[src/rtl/valu_unit.sv]
// Vector ALU functional unit: packed-SIMD byte/halfword ops in one cycle,
// signed byte dot product iterated one lane per cycle, single-cycle
// writeback pulse to the scoreboard.
//
// state | meaning
// IDLE  | ready for dispatch; single-cycle ops complete from here
// BUSY  | VDOT8 in progress, one byte lane accumulated per cycle
module valu_unit #(
  parameter int XLEN          = 32,
  parameter int TRANS_ID_BITS = 3
) (
  input  logic                     clk_i,
  input  logic                     rst_i,
  input  logic                     flush_i,
  input  logic                     valu_valid_i,
  output logic                     valu_ready_o,
  input  logic [3:0]               operation_i,
  input  logic [XLEN-1:0]          operand_a_i,
  input  logic [XLEN-1:0]          operand_b_i,
  input  logic [TRANS_ID_BITS-1:0] trans_id_i,
  output logic [XLEN-1:0]          valu_result_o,
  output logic [TRANS_ID_BITS-1:0] valu_trans_id_o,
  output logic                     valu_valid_o
);

  localparam int L     = XLEN / 8;
  localparam int H     = XLEN / 16;
  localparam int CNT_W = (L > 1) ? $clog2(L) : 1;
  localparam logic [CNT_W-1:0] CNT_LAST = CNT_W'(L - 1);

  localparam logic [3:0] OP_VADD8  = 4'd0;
  localparam logic [3:0] OP_VSUB8  = 4'd1;
  localparam logic [3:0] OP_VADDS8 = 4'd2;
  localparam logic [3:0] OP_VMAX8  = 4'd3;
  localparam logic [3:0] OP_VMIN8  = 4'd4;
  localparam logic [3:0] OP_VADD16 = 4'd5;
  localparam logic [3:0] OP_VSUB16 = 4'd6;
  localparam logic [3:0] OP_VDOT8  = 4'd7;

  typedef enum logic {IDLE = 1'b0, BUSY = 1'b1} state_t;

  state_t                   state;
  state_t                   state_nxt;
  logic                     accept;
  logic                     is_dot;
  logic                     last_lane;
  logic [XLEN-1:0]          single_res;
  logic [8:0]               sat_sum;
  logic [XLEN-1:0]          op_a;
  logic [XLEN-1:0]          op_b;
  logic [XLEN-1:0]          acc;
  logic [XLEN-1:0]          acc_sum;
  logic [XLEN-1:0]          prod_ext;
  logic signed [15:0]       prod;
  logic [7:0]               lane_a;
  logic [7:0]               lane_b;
  logic [CNT_W-1:0]         cnt;
  logic [TRANS_ID_BITS-1:0] dot_id;
  logic [TRANS_ID_BITS-1:0] id_q;
  logic [XLEN-1:0]          result_q;
  logic                     valid_q;

  assign accept    = valu_valid_i && valu_ready_o && !flush_i;
  assign is_dot    = (operation_i == OP_VDOT8);
  assign last_lane = (cnt == CNT_LAST);

  // Dot-product lane selected by the lane counter, signed product widened to XLEN
  assign lane_a   = op_a[{cnt, 3'b000} +: 8];
  assign lane_b   = op_b[{cnt, 3'b000} +: 8];
  assign prod     = $signed(lane_a) * $signed(lane_b);
  assign prod_ext = XLEN'(prod);
  assign acc_sum  = acc + prod_ext;

  // Lane-wise result of every single-cycle opcode; illegal opcodes yield zero
  always_comb begin
    single_res = '0;
    sat_sum    = '0;
    for (int i = 0; i < L; i++) begin
      sat_sum = {operand_a_i[8*i+7], operand_a_i[8*i +: 8]}
              + {operand_b_i[8*i+7], operand_b_i[8*i +: 8]};
      case (operation_i)
        OP_VADD8:  single_res[8*i +: 8] = operand_a_i[8*i +: 8] + operand_b_i[8*i +: 8];
        OP_VSUB8:  single_res[8*i +: 8] = operand_a_i[8*i +: 8] - operand_b_i[8*i +: 8];
        OP_VADDS8: begin
          // sign bits of the 9-bit sum disagree only on overflow
          if (sat_sum[8] != sat_sum[7])
            single_res[8*i +: 8] = sat_sum[8] ? 8'h80 : 8'h7F;
          else
            single_res[8*i +: 8] = sat_sum[7:0];
        end
        OP_VMAX8:  single_res[8*i +: 8] =
                     ($signed(operand_a_i[8*i +: 8]) > $signed(operand_b_i[8*i +: 8]))
                     ? operand_a_i[8*i +: 8] : operand_b_i[8*i +: 8];
        OP_VMIN8:  single_res[8*i +: 8] =
                     ($signed(operand_a_i[8*i +: 8]) < $signed(operand_b_i[8*i +: 8]))
                     ? operand_a_i[8*i +: 8] : operand_b_i[8*i +: 8];
        default: ;
      endcase
    end
    for (int j = 0; j < H; j++) begin
      case (operation_i)
        OP_VADD16: single_res[16*j +: 16] = operand_a_i[16*j +: 16] + operand_b_i[16*j +: 16];
        OP_VSUB16: single_res[16*j +: 16] = operand_a_i[16*j +: 16] - operand_b_i[16*j +: 16];
        default: ;
      endcase
    end
  end

  // State register
  always_ff @(posedge clk_i or posedge rst_i) begin
    if (rst_i) state <= IDLE;
    else       state <= state_nxt;
  end

  // Next-state logic; flush always returns to IDLE
  always_comb begin
    state_nxt = state;
    case (state)
      IDLE: if (accept && is_dot) state_nxt = BUSY;
      BUSY: if (last_lane) state_nxt = IDLE;
      default: state_nxt = IDLE;
    endcase
    if (flush_i) state_nxt = IDLE;
  end

  // Outputs decoded from the state register only
  always_comb begin
    valu_ready_o = (state == IDLE);
  end

  // Datapath: operand latch, accumulator, writeback registers
  always_ff @(posedge clk_i or posedge rst_i) begin
    if (rst_i) begin
      op_a     <= '0;
      op_b     <= '0;
      acc      <= '0;
      cnt      <= '0;
      dot_id   <= '0;
      id_q     <= '0;
      result_q <= '0;
      valid_q  <= 1'b0;
    end else begin
      valid_q <= 1'b0;
      if (flush_i) begin
        acc <= '0;
        cnt <= '0;
      end else begin
        case (state)
          IDLE: begin
            if (accept) begin
              if (is_dot) begin
                op_a   <= operand_a_i;
                op_b   <= operand_b_i;
                dot_id <= trans_id_i;
                acc    <= '0;
                cnt    <= '0;
              end else begin
                result_q <= single_res;
                id_q     <= trans_id_i;
                valid_q  <= 1'b1;
              end
            end
          end
          BUSY: begin
            cnt <= cnt + 1'b1;
            if (last_lane) begin
              // final lane folds straight into the result register
              result_q <= acc_sum;
              id_q     <= dot_id;
              valid_q  <= 1'b1;
              acc      <= '0;
            end else begin
              acc <= acc_sum;
            end
          end
          default: ;
        endcase
      end
    end
  end

  assign valu_result_o   = result_q;
  assign valu_trans_id_o = id_q;
  assign valu_valid_o    = valid_q;

endmodule
[config.mk]
export PLATFORM = sky130hd
export DESIGN_NAME = valu_unit
export DESIGN_NICKNAME = d
export VERILOG_FILES = /design/src/rtl/valu_unit.sv
export SDC_FILE = /design/constraint.sdc
export NUM_CORES = 1
export LEC_CHECK = 0
export ABC_AREA = 1
export CAP_MARGIN = 20
export CORE_MARGIN = 8
export CORE_UTILIZATION = 35
export CTS_CLUSTER_DIAMETER = 200
export CTS_CLUSTER_SIZE = 40
export DETAILED_ROUTE_END_ITERATION = 10
export HOLD_SLACK_MARGIN = 0.05
export SLEW_MARGIN = 20
export SYNTH_ARGS = -nofsm -noshare
export SYNTH_HDL_FRONTEND = slang
export SYNTH_SLANG_ARGS = --single-unit
[constraint.sdc]
create_clock -name clk_i -period 6.4 [get_ports clk_i]
set_clock_uncertainty 0.05 [all_clocks]
set_input_delay 1.28 -clock clk_i [delete_from_list [all_inputs] [get_ports clk_i]]
set_output_delay 1.28 -clock clk_i [all_outputs]
set_load 0.005 [all_outputs]
* Yosys cells after proc, flatten, opt, wreduce, memory -nomap -nowiden
Cells that the tools add are included.
Word-level totals: flip-flop bits (word level) 138, output and inout port bits 37
Cells by class: $add $sub $neg 18, multipliers 1, $lt $le $gt $ge 8, equality and inequality tests 17, shift operators 2, mux-type cells 48, bitwise gates (word level) 2, reductions and logical operators 8
Operators by type and width (number):
- 32-bit two-way mux | 7
- 8-bit case mux with 5 select lines | 4
- 8-bit two-way mux | 16
- 32-bit case mux with 2 select lines | 2
- 16-bit case mux with 2 select lines | 2
- 32-bit by 6-bit indexed part select with 8-bit output | 2
- 8-bit by 8-bit adder with 9-bit output | 4
- 16-bit adder | 2
- 32-bit adder | 1
- 8-bit adder | 4
- 8-bit greater-than comparator | 4
- 8-bit less-than comparator | 4
- 16-bit subtractor | 2
- 8-bit subtractor | 4
- 4-bit by 3-bit equality test with 1-bit output, second input constant | 4
- 8-bit by 8-bit multiplier with 16-bit output | 1
- 3-bit two-way mux | 3
- 4-bit by 2-bit equality test with 1-bit output, second input constant | 2
- 4-bit AND reduction | 2
- 1-bit two-way mux | 7
- 2-bit two-way mux | 3
- 3-bit by 2-bit != test with 1-bit output, second input constant | 2
- 3-bit case mux with 2 select lines | 1
- 4-bit by 1-bit equality test with 1-bit output, second input constant | 1
- 12 further kinds | 20

* Longest topological paths before layout
depth in word-level cells 8, depth in mapped cells 39

* Least setup slack after synthesis
No wires, ideal clock.
path type flip-flop to flip-flop, start point register cnt[0], end point register result_q[31] (netlist: valu_result_o[31]), data arrival time 6380 ps, required time 6233 ps, path slack -147 ps, cell stages (with the launch flop) 32, buffers on the path 2, period minus slack after synthesis 6547 ps, cell sequence dfrtp_1 -> clkbuf_1 -> clkinv_1 -> buf_2 -> nand2_1 -> a32oi_1 -> inv_1 -> nor2_1 -> inv_1 -> fa_1 -> inv_1 -> fa_1 -> inv_1 -> fa_1 -> inv_1 -> fa_1 -> ha_1 -> a21oi_1 -> a21boi_0 -> nand3_1 -> nand3_1 -> nand2_1 -> ha_1 -> nand2_1 -> nor2_1 -> inv_1 -> nor4_1 -> a21oi_1 -> nand3_1 -> nand3_1 -> nand3_1 -> nand2_1
Between the ends: cells in the longest elaborated chain, start to end 5
RTL lines:
- start: declaration | line 57 | logic [CNT_W-1:0] cnt;
- start signal: assignment | line 165 | cnt <= cnt + 1'b1;
- 32-bit by 6-bit indexed part select with 8-bit output (on tied branches) | line 68, 69
- 8-bit by 8-bit multiplier with 16-bit output | line 70 | assign prod = $signed(lane_a) * $signed(lane_b);
- 32-bit adder | line 72 | assign acc_sum = acc + prod_ext;
- 32-bit two-way mux | line 166 | if (last_lane) begin
- 32-bit case mux with 2 select lines | line 148 | case (state)
- end signal: assignment | line 158 | result_q <= single_res;
- end signal: assignment | line 168 | result_q <= acc_sum;
- end: declaration | line 60 | logic [XLEN-1:0] result_q;
Parallel ways exist; a longest one is shown, timed or not. The select of a mux whose other input is x is not followed. A chain may end at the register's enable or synchronous reset.

* Worst setup path in the final report
Same ends and word-level chain as after synthesis.

==> flow_summary.toml <==
[setup_path]
reg2reg_depth = 36
cpMaxStageDelayCell = "fa_2"
worst_path_largest_cell_delay_ps = 600
cp_data_required_time_ps = 6670
r2r-start = "cnt[0]$_DFFE_PP0P_"
critPathMaxFanout = 7
startpoint_type = "flop"
crit_arrival_ps = 6590
critical_path.startpoint = "cnt[0]$_DFFE_PP0P_"
critPathKind = "flop to flop"
r2r_setup_slack_ps = 80
cp_common_cell = "inv_2"
endpoint_kind = "flop"

[grt]
grt_pass1_vias = 18992
antenna_found_initial = 1
grt.overflow.total = 0
grt_max_degree = 107
grt_pass1_wl_um = 104000
grt_usage_pct = 21.5

[timing]
layout_worst_path_cycle_share_pct = 98.7
tightest_slew_ps = 1060
period_minus_slack_ps = 6320
fin_ws_ps = 83.3
rsz0062_at_grt = "yes"
finalHoldViolCount = 0
finalMaxSlewViolations = 0
relSlewSlack_pct = 29.2
fmax_mhz = 158
tns_ps = 0
setup_violations = 0

[logic_synthesis]
yosys_warnings = 0
synth.most_common_cell = "nand2_1"
synth_nets = 3219
synth.avg_cell_area_um2 = 6.43
synth-seq-area-share_pct = 18.4
synth_top_area_share_pct = 18.4
yosys.area.top_type = "dfrtp_1"
synth_area_um2 = 18800
yosysUniqueCellTypes = 52
ys.flop_type = "dfrtp_1"
yosys-top-cells-area = "dfrtp_1 (18%), nand2_1 (15%), ha_1 (11%), nand3_1 (8.9%), inv_1 (8.5%)"
synth-seq-cells = 138
synthCells = 2917
synth_edf_count = 0
synthArstFlopShare_pct = 100
synthTopCellsByCount = "nand2_1 (770), inv_1 (427), nand3_1 (334), nor2_1 (225), o21ai_0 (169)"

[cells_and_area]
fill_cells = 5542
n_antenna_cell = 0
drive_gt1_share_pct = 17.9
stdcell_area_um2 = 23600
area_growth_pct = 25.9
fin_nets = 3456

[detailed_routing]
remaining_drc_errors = 0
drt_iter0_markers = 1447
post_drt_wl_per_cell_um = 17.7
drtPass1Iterations = 5
vias = 19900
viasPerCell = 5.15
drt_wl_total_um = 68200
ant_nets = 0

[clocking]
cts-root-buf = "clkbuf_16"
cts_tree = "built"
clockBufferDepth = 2
clk_latency_ps = 440
htree_levels = 4
numCtsBuffers = 17
cts.sinks = 138
clk_pin_slew_ps = 60
postCtsHoldBufs = 0

[placed_design]
io_buffers = 111
dp_hpwl_um = 53400
post-place-ws_ps = -274
gp_congestion = 0.959
place_area_um2 = 21500

[power]
peakVddDrop_v = 0.000147
cellLeakagePower_nw = 11.8
powerDensity_nw_per_um2 = 278

[floorplanning]
rows = 85
die_y_um = 247
start_util_pct = 35.1
coreArea_um2 = 53400
boundaryPins = 112
fp.dieArea_um2 = 61300
die_width_um = 247

[hold_path]
hold_path_depth = 2
hp-start = "valu_trans_id_o[1]$_DFFE_PP0P_"
hold_class = "flop to flop"

[run]
cap_violations = 0

[run_status]
status = "finished, final reports clean"
## flip-flops by register name (all words and copies together) (netlist names)
register	cells
cnt	2
dot_id	3
acc	32
op_a	32
state	1
op_b	32
valu_trans_id_o	3
valu_valid_o	1
valu_result_o	32
## cells by family (layout without fill, tap and decap cells)
group | Yosys count | count (layout) | share of synthesized area [%]
xor gates and xnor gates | 58 | 58 | 2.71
and+or+nand+nor | 1536 | 1537 | 36.4
DFF | 138 | 138 | 18.4
adders and majority gates | 227 | 227 | 17.8
AOI/OAI and AO/OA | 428 | 428 | 13.1
buffers and inverters | 530 | 777 | 11.6
## timing repair
item / 4_1_cts / 5_1_grt
resized for setup: 29 / 263
pin swaps: 6 / 72
hold endpoints to repair: 0 / 0
cloned: 1 / 4
setup endpoints to repair: 28 / 43
setup buffers: 5 / 15
## layout by cell type, fill, tap and decap left out, types with 60 or more instances in the layout
master           synthesis  layout
a21oi_1                152     121
buf_4                   13     176
clkdlybuf4s50_1          0     111
dfrtp_1                138     137
fa_1                    66      60
ha_1                   161     132
inv_1                  427     388
nand2_1                770     733
nand3_1                334     318
nand4_1                 65      65
nor2_1                 225     189
o21ai_0                169     155
## through the flow
stage          hold WS [ps]  power [W]  cells  util [%]
6_report                432    0.00656   3861      44.2
5_1_grt                 464    0.00706   3861      44.2
4_1_cts                 433    0.00572   3842      41.8
3_5_place_dp            416    0.00455   3806      40.4
3_3_place_gp            411    0.00454   3806      40.4
2_1_floorplan           398    0.00315   2917         -
## worst max-delay path: cells and delay by family (launching register included)
family                     cells  cell delay, ps
adders and majority gates      6            2660
and+or+nand+nor               15            1470
buffers and inverters         11             900
AOI/OAI and AO/OA              4             660
DFF                            1             450
## routing by layer
layer	wire (um)	track usage, %
met4	2430	7.91
met5	0	0
met1	30700	28.8
met2	31600	35.4
met3	3520	2.42
## layout make-up
class                      instances  area, um2  share of cell area [%]
multi-input combinational       2250      14300                    60.5
sequential                       138       3450                    14.6
timing repair buffer             304       2710                    11.5
inverter                         443       1680                    7.12
tap                              696        871                    3.69
clock buffer                      17        425                    1.80
clock inverter                    13        193                   0.816
## worst paths after layout
kind,endpoint
setup / recovery,valu_result_o[31]$_DFFE_PP0P_
hold / removal,valu_trans_id_o[1]$_DFFE_PP0P_
setup reg to reg,valu_result_o[31]$_DFFE_PP0P_
hold reg to reg,valu_trans_id_o[1]$_DFFE_PP0P_
max in group asynchronous,cnt[0]$_DFFE_PP0P_
min in group asynchronous,valu_result_o[12]$_DFFE_PP0P_
## power by group
part	switching (W)	total (W)	leakage [nW]	internal [W]
combinational	0.00245	0.00439	9.71	0.00194
sequential	0.000105	0.00111	1.79	0.00100
clock	0.000417	0.00107	0.285	0.000652
total	0.00297	0.00656	11.8	0.00359
Note: power is estimated with default switching activity, not from simulation.
